**src/rtl/timer_slave_if.sv**
```systemverilog
// Bus bundle between the CPU data port and the timer peripheral.
// The CPU side (master) drives select, direction, offset and write data;
// the timer (slave) returns registered read data and the interrupt level.
interface timer_slave_if;

    logic        cs_timer_n;
    logic        we;
    logic [11:0] addr;
    logic [31:0] wdata;
    logic [31:0] rdata;
    logic        irq;

    modport master (
        output cs_timer_n,
        output we,
        output addr,
        output wdata,
        input  rdata,
        input  irq
    );

    modport slave (
        input  cs_timer_n,
        input  we,
        input  addr,
        input  wdata,
        output rdata,
        output irq
    );

endinterface

```
**src/rtl/timer_slave.sv**
```systemverilog
// Memory-mapped timer peripheral living in the 0x8000_1xxx window.
// A prescaled 32-bit up-counter with compare match, overflow flag and a
// level interrupt. Read data is registered so that the peripheral shows the
// same one-cycle read latency as the synchronous data memory, and it returns
// zero whenever it is not being read so it can be OR-ed onto the bus.
module timer_slave #(
    parameter int          PSC_W     = 16,
    parameter logic [31:0] CMP_RESET = 32'hFFFF_FFFF
) (
    input  logic         clk,
    input  logic         reset,
    timer_slave_if.slave bus
);

    // Word index taken from addr[4:2]; indices 5..7 are unmapped.
    typedef enum logic [2:0] {
        REG_CTRL     = 3'd0,
        REG_COUNT    = 3'd1,
        REG_COMPARE  = 3'd2,
        REG_STATUS   = 3'd3,
        REG_PRESCALE = 3'd4,
        REG_UNMAP5   = 3'd5,
        REG_UNMAP6   = 3'd6,
        REG_UNMAP7   = 3'd7
    } regIdx_t;

    // CTRL bit positions
    localparam int CTRL_EN     = 0;
    localparam int CTRL_AUTO   = 1;
    localparam int CTRL_IRQ_EN = 2;

    // Architectural state
    logic [2:0]       r_ctrl;
    logic [31:0]      r_count;
    logic [31:0]      r_compare;
    logic             r_match;
    logic             r_ovf;
    logic [PSC_W-1:0] r_prescale;
    logic [PSC_W-1:0] r_pscCnt;
    logic [31:0]      r_rdata;
    logic             r_irq;

    // Decode results
    regIdx_t          w_regIdx;
    logic             w_sel;
    logic             w_wr;
    logic             w_rd;
    logic             w_wrCtrl;
    logic             w_wrCount;
    logic             w_wrCompare;
    logic             w_wrStatus;
    logic             w_wrPrescale;

    // Counter datapath
    logic             w_tick;
    logic             w_advance;
    logic             w_cmpHit;
    logic             w_setMatch;
    logic             w_reload;
    logic             w_setOvf;
    logic [31:0]      w_readData;

    // Only addr[4:2] selects a register; the rest of the offset is ignored.
    logic             w_unusedAddrBits;
    assign w_unusedAddrBits = ^{bus.addr[11:5], bus.addr[1:0]};

    // Decode the chip select, direction and register index into per-register strobes.
    always_comb begin
        w_sel        = 1'b0;
        w_wr         = 1'b0;
        w_rd         = 1'b0;
        w_wrCtrl     = 1'b0;
        w_wrCount    = 1'b0;
        w_wrCompare  = 1'b0;
        w_wrStatus   = 1'b0;
        w_wrPrescale = 1'b0;
        w_regIdx     = regIdx_t'(bus.addr[4:2]);

        w_sel = ~bus.cs_timer_n;
        w_wr  = w_sel & bus.we;
        w_rd  = w_sel & ~bus.we;

        if (w_wr) begin
            case (w_regIdx)
                REG_CTRL:     w_wrCtrl     = 1'b1;
                REG_COUNT:    w_wrCount    = 1'b1;
                REG_COMPARE:  w_wrCompare  = 1'b1;
                REG_STATUS:   w_wrStatus   = 1'b1;
                REG_PRESCALE: w_wrPrescale = 1'b1;
                default:      ;
            endcase
        end
    end

    // Work out what a prescaler tick does this cycle; a CPU write to COUNT overrides the tick.
    always_comb begin
        w_tick     = 1'b0;
        w_advance  = 1'b0;
        w_cmpHit   = 1'b0;
        w_setMatch = 1'b0;
        w_reload   = 1'b0;
        w_setOvf   = 1'b0;

        w_tick     = r_ctrl[CTRL_EN] && (r_pscCnt == r_prescale);
        w_advance  = w_tick && !w_wrCount;
        w_cmpHit   = (r_count == r_compare);
        w_setMatch = w_advance && w_cmpHit;
        w_reload   = w_setMatch && r_ctrl[CTRL_AUTO];
        w_setOvf   = w_advance && !w_reload && (r_count == 32'hFFFF_FFFF);
    end

    // Control register: only the three defined bits are stored.
    always_ff @(posedge clk) begin
        if (reset) begin
            r_ctrl <= 3'b000;
        end else if (w_wrCtrl) begin
            r_ctrl <= bus.wdata[2:0];
        end
    end

    // Compare and prescale registers; a new COMPARE is only seen by later ticks.
    always_ff @(posedge clk) begin
        if (reset) begin
            r_compare  <= CMP_RESET;
            r_prescale <= '0;
        end else begin
            if (w_wrCompare) begin
                r_compare <= bus.wdata;
            end
            if (w_wrPrescale) begin
                r_prescale <= bus.wdata[PSC_W-1:0];
            end
        end
    end

    // Prescale counter: runs 0..PRESCALE while enabled, restarts on COUNT or PRESCALE writes.
    always_ff @(posedge clk) begin
        if (reset) begin
            r_pscCnt <= '0;
        end else if (w_wrCount || w_wrPrescale) begin
            r_pscCnt <= '0;
        end else if (r_ctrl[CTRL_EN]) begin
            if (w_tick) begin
                r_pscCnt <= '0;
            end else begin
                r_pscCnt <= r_pscCnt + 1'b1;
            end
        end
    end

    // Main counter: CPU write wins, otherwise advance (or reload on match) on a tick.
    always_ff @(posedge clk) begin
        if (reset) begin
            r_count <= 32'd0;
        end else if (w_wrCount) begin
            r_count <= bus.wdata;
        end else if (w_advance) begin
            if (w_reload) begin
                r_count <= 32'd0;
            end else begin
                r_count <= r_count + 32'd1;
            end
        end
    end

    // Sticky status flags: a hardware set in the same cycle beats a write-1-to-clear.
    always_ff @(posedge clk) begin
        if (reset) begin
            r_match <= 1'b0;
            r_ovf   <= 1'b0;
        end else begin
            r_match <= w_setMatch | (r_match & ~(w_wrStatus & bus.wdata[0]));
            r_ovf   <= w_setOvf   | (r_ovf   & ~(w_wrStatus & bus.wdata[1]));
        end
    end

    // Read multiplexer; unmapped offsets and unused bits read as zero.
    always_comb begin
        w_readData = 32'd0;
        case (w_regIdx)
            REG_CTRL:     w_readData = {29'd0, r_ctrl};
            REG_COUNT:    w_readData = r_count;
            REG_COMPARE:  w_readData = r_compare;
            REG_STATUS:   w_readData = {30'd0, r_ovf, r_match};
            REG_PRESCALE: w_readData = 32'(r_prescale);
            default:      w_readData = 32'd0;
        endcase
    end

    // Registered read data, forced to zero whenever this slave is not being read.
    always_ff @(posedge clk) begin
        if (reset) begin
            r_rdata <= 32'd0;
        end else if (w_rd) begin
            r_rdata <= w_readData;
        end else begin
            r_rdata <= 32'd0;
        end
    end

    // Interrupt follows the stored MATCH flag gated by IRQ_EN, one cycle later.
    always_ff @(posedge clk) begin
        if (reset) begin
            r_irq <= 1'b0;
        end else begin
            r_irq <= r_match & r_ctrl[CTRL_IRQ_EN];
        end
    end

    assign bus.rdata = r_rdata;
    assign bus.irq   = r_irq;

endmodule

```
**src/flat_wrapper.sv**
```systemverilog
// flat-port wrapper written by rule: the top's interface ports become plain ports
module timer_slave_flat 
#(
    parameter int          PSC_W     = 16,
    parameter logic [31:0] CMP_RESET = 32'hFFFF_FFFF
)
  (clk, reset, bus_cs_timer_n, bus_we, bus_addr, bus_wdata, bus_rdata, bus_irq);
  timer_slave_if bus_i ();
  input  logic clk;
  input  logic reset;
  input wire logic [$bits(bus_i.cs_timer_n)-1:0] bus_cs_timer_n;
  input wire logic [$bits(bus_i.we)-1:0] bus_we;
  input wire logic [$bits(bus_i.addr)-1:0] bus_addr;
  input wire logic [$bits(bus_i.wdata)-1:0] bus_wdata;
  output wire logic [$bits(bus_i.rdata)-1:0] bus_rdata;
  output wire logic [$bits(bus_i.irq)-1:0] bus_irq;
  assign bus_i.cs_timer_n = bus_cs_timer_n;
  assign bus_i.we = bus_we;
  assign bus_i.addr = bus_addr;
  assign bus_i.wdata = bus_wdata;
  assign bus_rdata = bus_i.rdata;
  assign bus_irq = bus_i.irq;
  timer_slave #(.PSC_W(PSC_W), .CMP_RESET(CMP_RESET)) u_core (.clk(clk), .reset(reset), .bus(bus_i));
endmodule
```
**config.mk**
```make
export PLATFORM = sky130hd
export DESIGN_NAME = timer_slave_flat
export DESIGN_NICKNAME = d
export VERILOG_FILES = /design/src/rtl/timer_slave_if.sv /design/src/rtl/timer_slave.sv /design/src/flat_wrapper.sv
export SDC_FILE = /design/constraint.sdc
export NUM_CORES = 1
export LEC_CHECK = 0
export ABC_AREA = 1
export CORE_UTILIZATION = 45
export DETAILED_ROUTE_END_ITERATION = 7
export PLACE_DENSITY = 0.66
export SLEW_MARGIN = 15
export SYNTH_ARGS = -nofsm -noshare
export SYNTH_HDL_FRONTEND = slang
export SYNTH_SLANG_ARGS = --single-unit
export TNS_END_PERCENT = 30
```
**constraint.sdc**
```tcl
create_clock -name clk -period 3.5 [get_ports clk]
set_clock_uncertainty 0.1 [all_clocks]
set_input_delay 0.35 -clock clk [delete_from_list [all_inputs] [get_ports clk]]
set_output_delay 0.35 -clock clk [all_outputs]
set_load 0.02 [all_outputs]
```
Yosys cells after proc, flatten, opt, wreduce, memory -nomap -nowiden. Cells that the tools add are included. Widths: inputs -> output; s select.

Add/subtract/negate cells: 2. Multiply operators: 0. Divide/modulo/power cells: 0. $lt $le $gt $ge: 0. Equality and inequality tests: 7. Shift-type cells: 0. Multiplexer cells: 15. Bitwise operators: 14. Reduce and logical (&&, ||, !) cells: 13.

Operators with widths (number): $pmux 32 s5 (1); $mux 32 (3); $add 32x1->32 const B (1); $eq 32x32->1 (1); $eq 32x32->1 const B (1); $add 16x1->16 const B (1); $eq 16x16->1 (1); $mux 16 (1); $mux 1 (10); $and 1x1->1 (7); $eq 3x2->1 const B (2); $logic_and 1x1->1 (6); $not 1->1 (5); $reduce_or 2->1 (2); $eq 3x1->1 const B (1); $eq 3x3->1 const B (1); $logic_not 3->1 (1); $logic_not 1->1 (2); $or 1x1->1 (2); $reduce_bool 2->1 (1); $logic_or 1x1->1 (1).

Register bits after elaboration: 134. Latch bits: 0. RAM bits: 0. ROM bits: 0. Memories kept: 0.

Logic depth before layout (Yosys ltp). Gate-level depths: netlist of run 1.

Depth in word-level cells: 11. Mapped depth: 13.

Worst setup path before layout of run 1. OpenSTA, ideal clock, no wires.

Path kind: reg-to-reg. Start: register u_core.r_count[0]. End: register u_core.r_count[26]. Arrival time: 1.540 ns. Data required time: 3.268 ns. Setup slack: 1.728 ns. Stages on the path, launching flop included: 12. Buffers on the path: 0. Period minus slack after synthesis: 1.772 ns. Cell sequence: dfxtp_1 > ha_1 > nand2_1 > nor2_1 > nand2_1 > nor2_4 > inv_2 > nor2_2 > nand2_1 > xor2_1 > nand2_1 > a21oi_1.

Cells in the longest elaborated chain, start to end: 6. Elaborated cells on any way between the ends: 7. Those cells by class: add/sub (1); eq/ne (1); mux (3); reduce/logical (2).

RTL lines: from (decl) (RTL line timer_slave.sv:34) `logic [31:0] r_count;`; from (signal assigned) (RTL line timer_slave.sv:156) `r_count <= bus.wdata;`; from (signal assigned) (RTL line timer_slave.sv:161) `r_count <= r_count + 32'd1;`; branches (longest 3 deep; another with $add 32x1->32); $mux 32 * (RTL line timer_slave.sv:158) `if (w_reload) begin`; $mux 32 * (RTL line timer_slave.sv:157) `end else if (w_advance) begin`; $mux 32 * (RTL line timer_slave.sv:155) `end else if (w_wrCount) begin`.

Mark *: on every way between the ends. The select of a mux whose other input is x is not followed. A chain may end at the register's enable or synchronous reset.

Worst setup path in the final report of run 1.
Start: input bus_addr[3]. End: register u_core.r_pscCnt[7].

Cells in the longest elaborated chain, start to end: 5. Elaborated cells on any way between the ends: 8. Those cells by class: eq/ne (2); mux (4); reduce/logical (2).

RTL lines: from (decl) (RTL line flat_wrapper.sv:13) `input wire logic [$bits(bus_i.addr)-1:0] bus_addr;`; $eq 3x1->1 or $eq 3x3->1 (tied branches) (RTL line timer_slave.sv:84) `case (w_regIdx)`; $mux 1 (RTL line timer_slave.sv:84); $mux 1 (RTL line timer_slave.sv:83) `if (w_wr) begin`; $logic_or 1x1->1 * (RTL line timer_slave.sv:140) `end else if (w_wrCount || w_wrPrescale) begin`; $reduce_or 2->1 (no line) *; to (signal assigned) (RTL line timer_slave.sv:146) `r_pscCnt <= r_pscCnt + 1'b1;`; to (decl) (RTL line timer_slave.sv:39) `logic [PSC_W-1:0] r_pscCnt;`.

Every way passes the cells marked *; elsewhere a longest branch is shown, timed or not.

==> results.ini, run 1 <==
[yosys]
syn_nets = 1213
syn_area_per_cell_um2 = 6.32
synth_area_leaders = dfxtp_1, nand2_1, inv_1
synthCells = 1163
synth.distinct_cells = 38
synth_top_area_cell = dfxtp_1
ys_warn_count = 0
seq_area_frac_synth_pct = 36.5
syn_area_mm2 = 0.00735
yosysTopAreaCellShare_pct = 36.5
ys_ff_latch = 134

[layout]
layout_commonest_cell = nand2_1
finalNonFillerCells = 1456
nets = 1277
nFillCells = 1639
syn2layout_area_growth_pct = 20.2
layout_common_cells = nand2_1, inv_1, dfxtp_1
diodes = 0
drive_gt1_share_pct = 5.24

[worst_setup_path]
path_max_fanout = 13
crit_path_end_kind = flop
cp.arrival_ns = 2.60
crit_path_start = bus_addr[3]
worstPathRequired_ns = 3.69
path_class = input pin to flop
timing.rr.start = u_core.r_pscCnt[10]
critPathLaunchType = input pin

[flow_run]
maxCapViolations = 0

[global_routing]
grt.met2_usage_pct = 46.7
grt_use_met3_pct = 6.52
antenna_found_initial = 1
grt_remaining_overflow = 0
grt_util_all_layers_pct = 28.3
grt_pass1_wl_um = 36200
grt_pass1_vias = 6998
met1_usage_pct = 35.9
busiest_layer = met2
grt_max_degree = 65

[floorplanning]
fp-row-count = 46
ios = 81
die_area_mm2 = 0.0168
die_y_um = 130
die_w_um = 130
coreArea_mm2 = 0.0159
initial_core_util_pct = 46.3

[clock_tree]
insertion_delay_ns = 0.44
cts_buffers = 17
clk_root_buffer_cell = clkbuf_16
cts_hold_buf = 0
htree_levels = 4
clk_pin_slew_worst_paths_ns = 0.06
post-cts-setup-buffer-count = 0
cts_buffer_depth = 2
cts_tree = built
post_cts_resized = 0
cts_sinks = 134

[timing]
setup_viol = 0
tns_ns = 0
fin_crit_ns = 2.41
max_clock_freq_ghz = 0.415
drv_slew = 0
max_slew_margin_pct = 46.1
fin_crit_sh_pct = 68.8
hold_viol_final = 0
worstMarginPinSlew_ns = 0.806
rsz0062_at_grt = false

[power]
vdd.ir_drop.worst_uv = 359
power_density_mw_per_mm2 = 417
p_leak_nw = 3.73

[detailed_routing]
ant_nets = 0
wirelength_um = 22800
firstDrtPassIters = 7
drc_errors = 0
via_count = 7512
drt-initial-drc-count = 703
wl_per_cell_um = 15.7
viasPerCell = 5.16

[place]
gp_congestion = 0.966
io_buffers = 71
dp_hpwl_um = 16100
placed_cells = 1424

[hold_path]
holdCritStartpoint = u_core.r_ctrl[2]
hold_path_class = flop to flop

[status]
outcome = completed

state kept, by name (all words and copies together), names as in the netlist:
register           count
u_core.bus.irq         1
u_core.bus.rdata      32
u_core.r_compare      32
u_core.r_count        32
u_core.r_ctrl          3
u_core.r_match         1
u_core.r_ovf           1
u_core.r_prescale     16
u_core.r_pscCnt       16
cells in the mapped netlist (all sizes together):
cell type,instances
o211ai,32
nand3,27
or2,1
dfxtp,134
nand2,377
o22ai,13
xor2,28
buf,20
nor2,116
nand4,27
a31oi,2
a211oi,1
ha,2
and2,1
nor3,25
a21oi,76
clkbuf,15
nor4,2
o21ai,69
inv,185
xnor2,1
a311oi,1
and3,1
clkinv,2
o221ai,3
nor3b,2
cell type report:
type / instances / area (µm²) / share of cell area, %
Inverter: 187 / 702 / 7.95
Timing Repair Buffer: 80 / 778 / 8.81
Tap cell: 216 / 270 / 3.06
Multi-Input combinational cell: 807 / 3790 / 42.9
Clock inverter: 15 / 181 / 2.05
Sequential cell: 134 / 2680 / 30.4
Clock buffer: 17 / 425 / 4.82
routing by layer:
metal / vias to the layer above / wire [µm]
li1: 3796 / -
met1: 3402 / 10000
met2: 266 / 10700
met3: 48 / 1600
met4: 0 / 510
met5: - / 0
per-stage QoR:
step	total power (W)	hold WS [ns]	setup WS (ns)	utilization, %	area [µm²]
after detailed placement	0.00185	0.343	0.615	51.8	8230
after floorplan	0.00173	0.320	1.73	-	7350
final	0.00369	0.359	1.09	55.6	8830
after CTS	0.00369	0.358	1.06	55.6	8830
after global placement	0.00185	0.352	0.692	51.8	8230
after global routing	0.00378	0.395	0.897	55.6	8830
where the power goes:
group | leakage (nW) | total (W) | internal, W | switching (W)
combinational | 2.36 | 0.000254 | 0.0000923 | 0.000161
sequential | 1.08 | 0.00157 | 0.00155 | 0.0000176
clock | 0.281 | 0.00187 | 0.00112 | 0.000747
total | 3.73 | 0.00369 | 0.00276 | 0.000926
cell families after synthesis:
kind of cell    after synthesis  share of synthesized area [%]
compound gates              197                           15.2
xor+xnor                     29                           3.46
fa+ha+maj                     2                          0.341
buf+inv                     222                           11.9
flops                       134                           36.5
simple gates                579                           32.7
worst max-delay path, stage by stage:
cell	delay, ns
clkdlybuf4s50_1	0.48
nor2_1	0.24
inv_1	0.08
nor2_2	0.24
inv_1	0.32
nor2_4	0.28
inv_2	0.05
nand4_1	0.44
nor3b_1	0.11
final timing paths:
check | endpoint | slack (ns) | depth (start not counted)
max | u_core.r_pscCnt[7] | 1.09 | 9
max reg2reg | u_core.r_count[16] | 1.14 | 10
min reg2reg | u_core.bus.irq | 0.36 | 2
min | u_core.bus.irq | 0.36 | 2
(Power assumes the default switching activity.)
==> run 2, diff against run 1 <==
==> constraint.sdc (replaced) <==
create_clock -name clk -period 2.5 [get_ports clk]
set_clock_uncertainty 0.1 [all_clocks]
set_input_delay 0.25 -clock clk [delete_from_list [all_inputs] [get_ports clk]]
set_output_delay 0.25 -clock clk [all_outputs]
set_load 0.02 [all_outputs]
==> results.ini, run 2 (synthesis gave the netlist of run 1 again) <==
[status]
outcome = completed

[timing]
rsz0062_at_grt = false
fin_crit_ns = 2.14
worstMarginPinSlew_ns = 0.765  ; -0.0415 ns
worst_hold_slack_ns = 0.338  ; -0.0205 ns
max_clock_freq_ghz = 0.467
max_slew_margin_pct = 48.6  ; +2.4 points
hold_viol_final = 0  ; unchanged
drv_slew = 0  ; unchanged
setup_viol = 0  ; unchanged
tns_ns = 0  ; unchanged
fin_crit_sh_pct = 85.7
layout_setup_ws_ns = 0.358  ; -0.733 ns

[layout]
diodes = 0  ; unchanged
multi_input_area_mm2 = 0.00379  ; unchanged
layout_commonest_cell = nand2_1
fin_area_mm2 = 0.00893  ; +1.1%
nFillCells = 1601  ; -2.3%
nets = 1286  ; +0.70%
drive_gt1_share_pct = 5.60  ; +0.36 points
finalNonFillerCells = 1465  ; +0.62%
seq_area_mm2 = 0.00268  ; unchanged
layout_common_cells = nand2_1, inv_1, dfxtp_1
syn2layout_area_growth_pct = 21.6

[worst_setup_path]
crit_path_end_kind = flop
crit_chain = inv_2, nand2_1, nand2_1, nor2_1, nand2_1, nor2_1, nand3_2, nor2_2, nand4_1, a21oi_1
crit_top_cell = nand2_1
path_class = flop to flop
critPathMaxStageDelay_ns = 0.44  ; -0.04 ns
cp.arrival_ns = 2.39  ; -0.21 ns
worstPathRequired_ns = 2.75  ; -0.94 ns
path_max_fanout = 9  ; -4
path_buf_inv = 1  ; -3
critPathLaunchType = flop
slowest_stage = dfxtp_1
crit_family = simple AND/OR/NAND/NOR gates

[place]
dp_slack_ns = 0.302  ; -0.313 ns
io_buffers = 71  ; unchanged
postPlaceCellArea_mm2 = 0.00833  ; +1.3%
placed_cells = 1433  ; +0.63%
dp_hpwl_um = 16300  ; +1.3%
gp_congestion = 0.963  ; -0.37%

[floorplanning]
fp-row-count = 46  ; unchanged
ios = 81  ; unchanged
coreArea_mm2 = 0.0159  ; unchanged
die_w_um = 130  ; unchanged
initial_core_util_pct = 46.3  ; unchanged
die_area_mm2 = 0.0168  ; unchanged
die_y_um = 130  ; unchanged

[clock_tree]
cts_tree = built
cts_buffers = 17  ; unchanged
clk_pin_slew_worst_paths_ns = 0.06  ; about the same
post-cts-setup-buffer-count = 0  ; unchanged
clk_root_buffer_cell = clkbuf_16
post_cts_resized = 0  ; unchanged
htree_levels = 4  ; unchanged
cts_hold_buf = 0  ; unchanged
cts_buffer_depth = 2  ; unchanged
insertion_delay_ns = 0.43  ; about the same
cts_sinks = 134  ; unchanged

[detailed_routing]
wl_per_cell_um = 15.2  ; -3.1%
drc_errors = 0  ; unchanged
firstDrtPassIters = 5  ; -2
drt-initial-drc-count = 654  ; -7.0%
ant_nets = 0  ; unchanged
wirelength_um = 22300  ; -2.5%
viasPerCell = 5.12  ; -0.85%
via_count = 7494  ; -0.24%

[global_routing]
grt_pass1_wl_um = 35800  ; -1.0%
grt_pass1_vias = 6896  ; -1.5%
grt_max_degree = 65  ; unchanged
grt_util_all_layers_pct = 28.0  ; -0.29 points
antenna_found_initial = 0  ; -1
grt_remaining_overflow = 0  ; unchanged

[flow_run]
maxCapViolations = 0  ; unchanged

[power]
vdd.ir_drop.worst_uv = 633  ; +76%
p_leak_nw = 3.80  ; +1.8%
power_density_mw_per_mm2 = 576  ; +38%

[hold_path]
hold_path_class = input pin to flop

==> run 2: worst register-to-register path: stages, from the launching register on <==
cell and delay [ns]:
dfxtp_1 0.44, inv_2 0.08, nand2_1 0.09, nand2_1 0.06
nor2_1 0.14, nand2_1 0.07, nor2_1 0.10, nand3_2 0.15
nor2_2 0.44, nand4_1 0.24, a21oi_1 0.17
==> run 2: layer usage <==
metal | vias up | global-route usage (%) | share of wire [%]
met5 | - | 0 | 0
met4 | 0 | 9.71 | 1.9
met3 | 36 | 6.40 | 5.9
met2 | 239 | 45.5 | 47
met1 | 3394 | 36.5 | 46
li1 | 3825 | - | -
==> run 2: worst paths after layout <==
kind                                           from              endpoint  slack (ns)  cells after the start
worst min-delay path                  bus_wdata[19]  u_core.r_compare[19]        0.34                      3
worst min register to register       u_core.r_match        u_core.bus.irq        0.36                      2
worst max-delay path            u_core.r_pscCnt[10]          u_core.r_ovf        0.36                     10
worst max register to register  u_core.r_pscCnt[10]          u_core.r_ovf        0.36                     10
==> run 2: layout make-up <==
type	count	area share [%]
Inverter	187	7.86
Sequential cell	134	30.0
Clock buffer	24	5.39
Clock inverter	8	1.36
Timing Repair Buffer	89	9.89
Multi-Input combinational cell	807	42.5
Tap cell	216	3.03
==> run 2: metrics by stage <==
step / utilization, % / total power (W)
after floorplan: - / 0.00242
after detailed placement: 52.4 / 0.00259
after CTS: 56.2 / 0.00517
after global routing: 56.2 / 0.00530
after global placement: 52.4 / 0.00259
final: 56.2 / 0.00515
==> run 2: power breakdown <==
part	internal, W	switching (W)	total, W
registers	0.00217	0.0000244	0.00219
logic	0.000138	0.000225	0.000363
clock network	0.00164	0.000949	0.00259
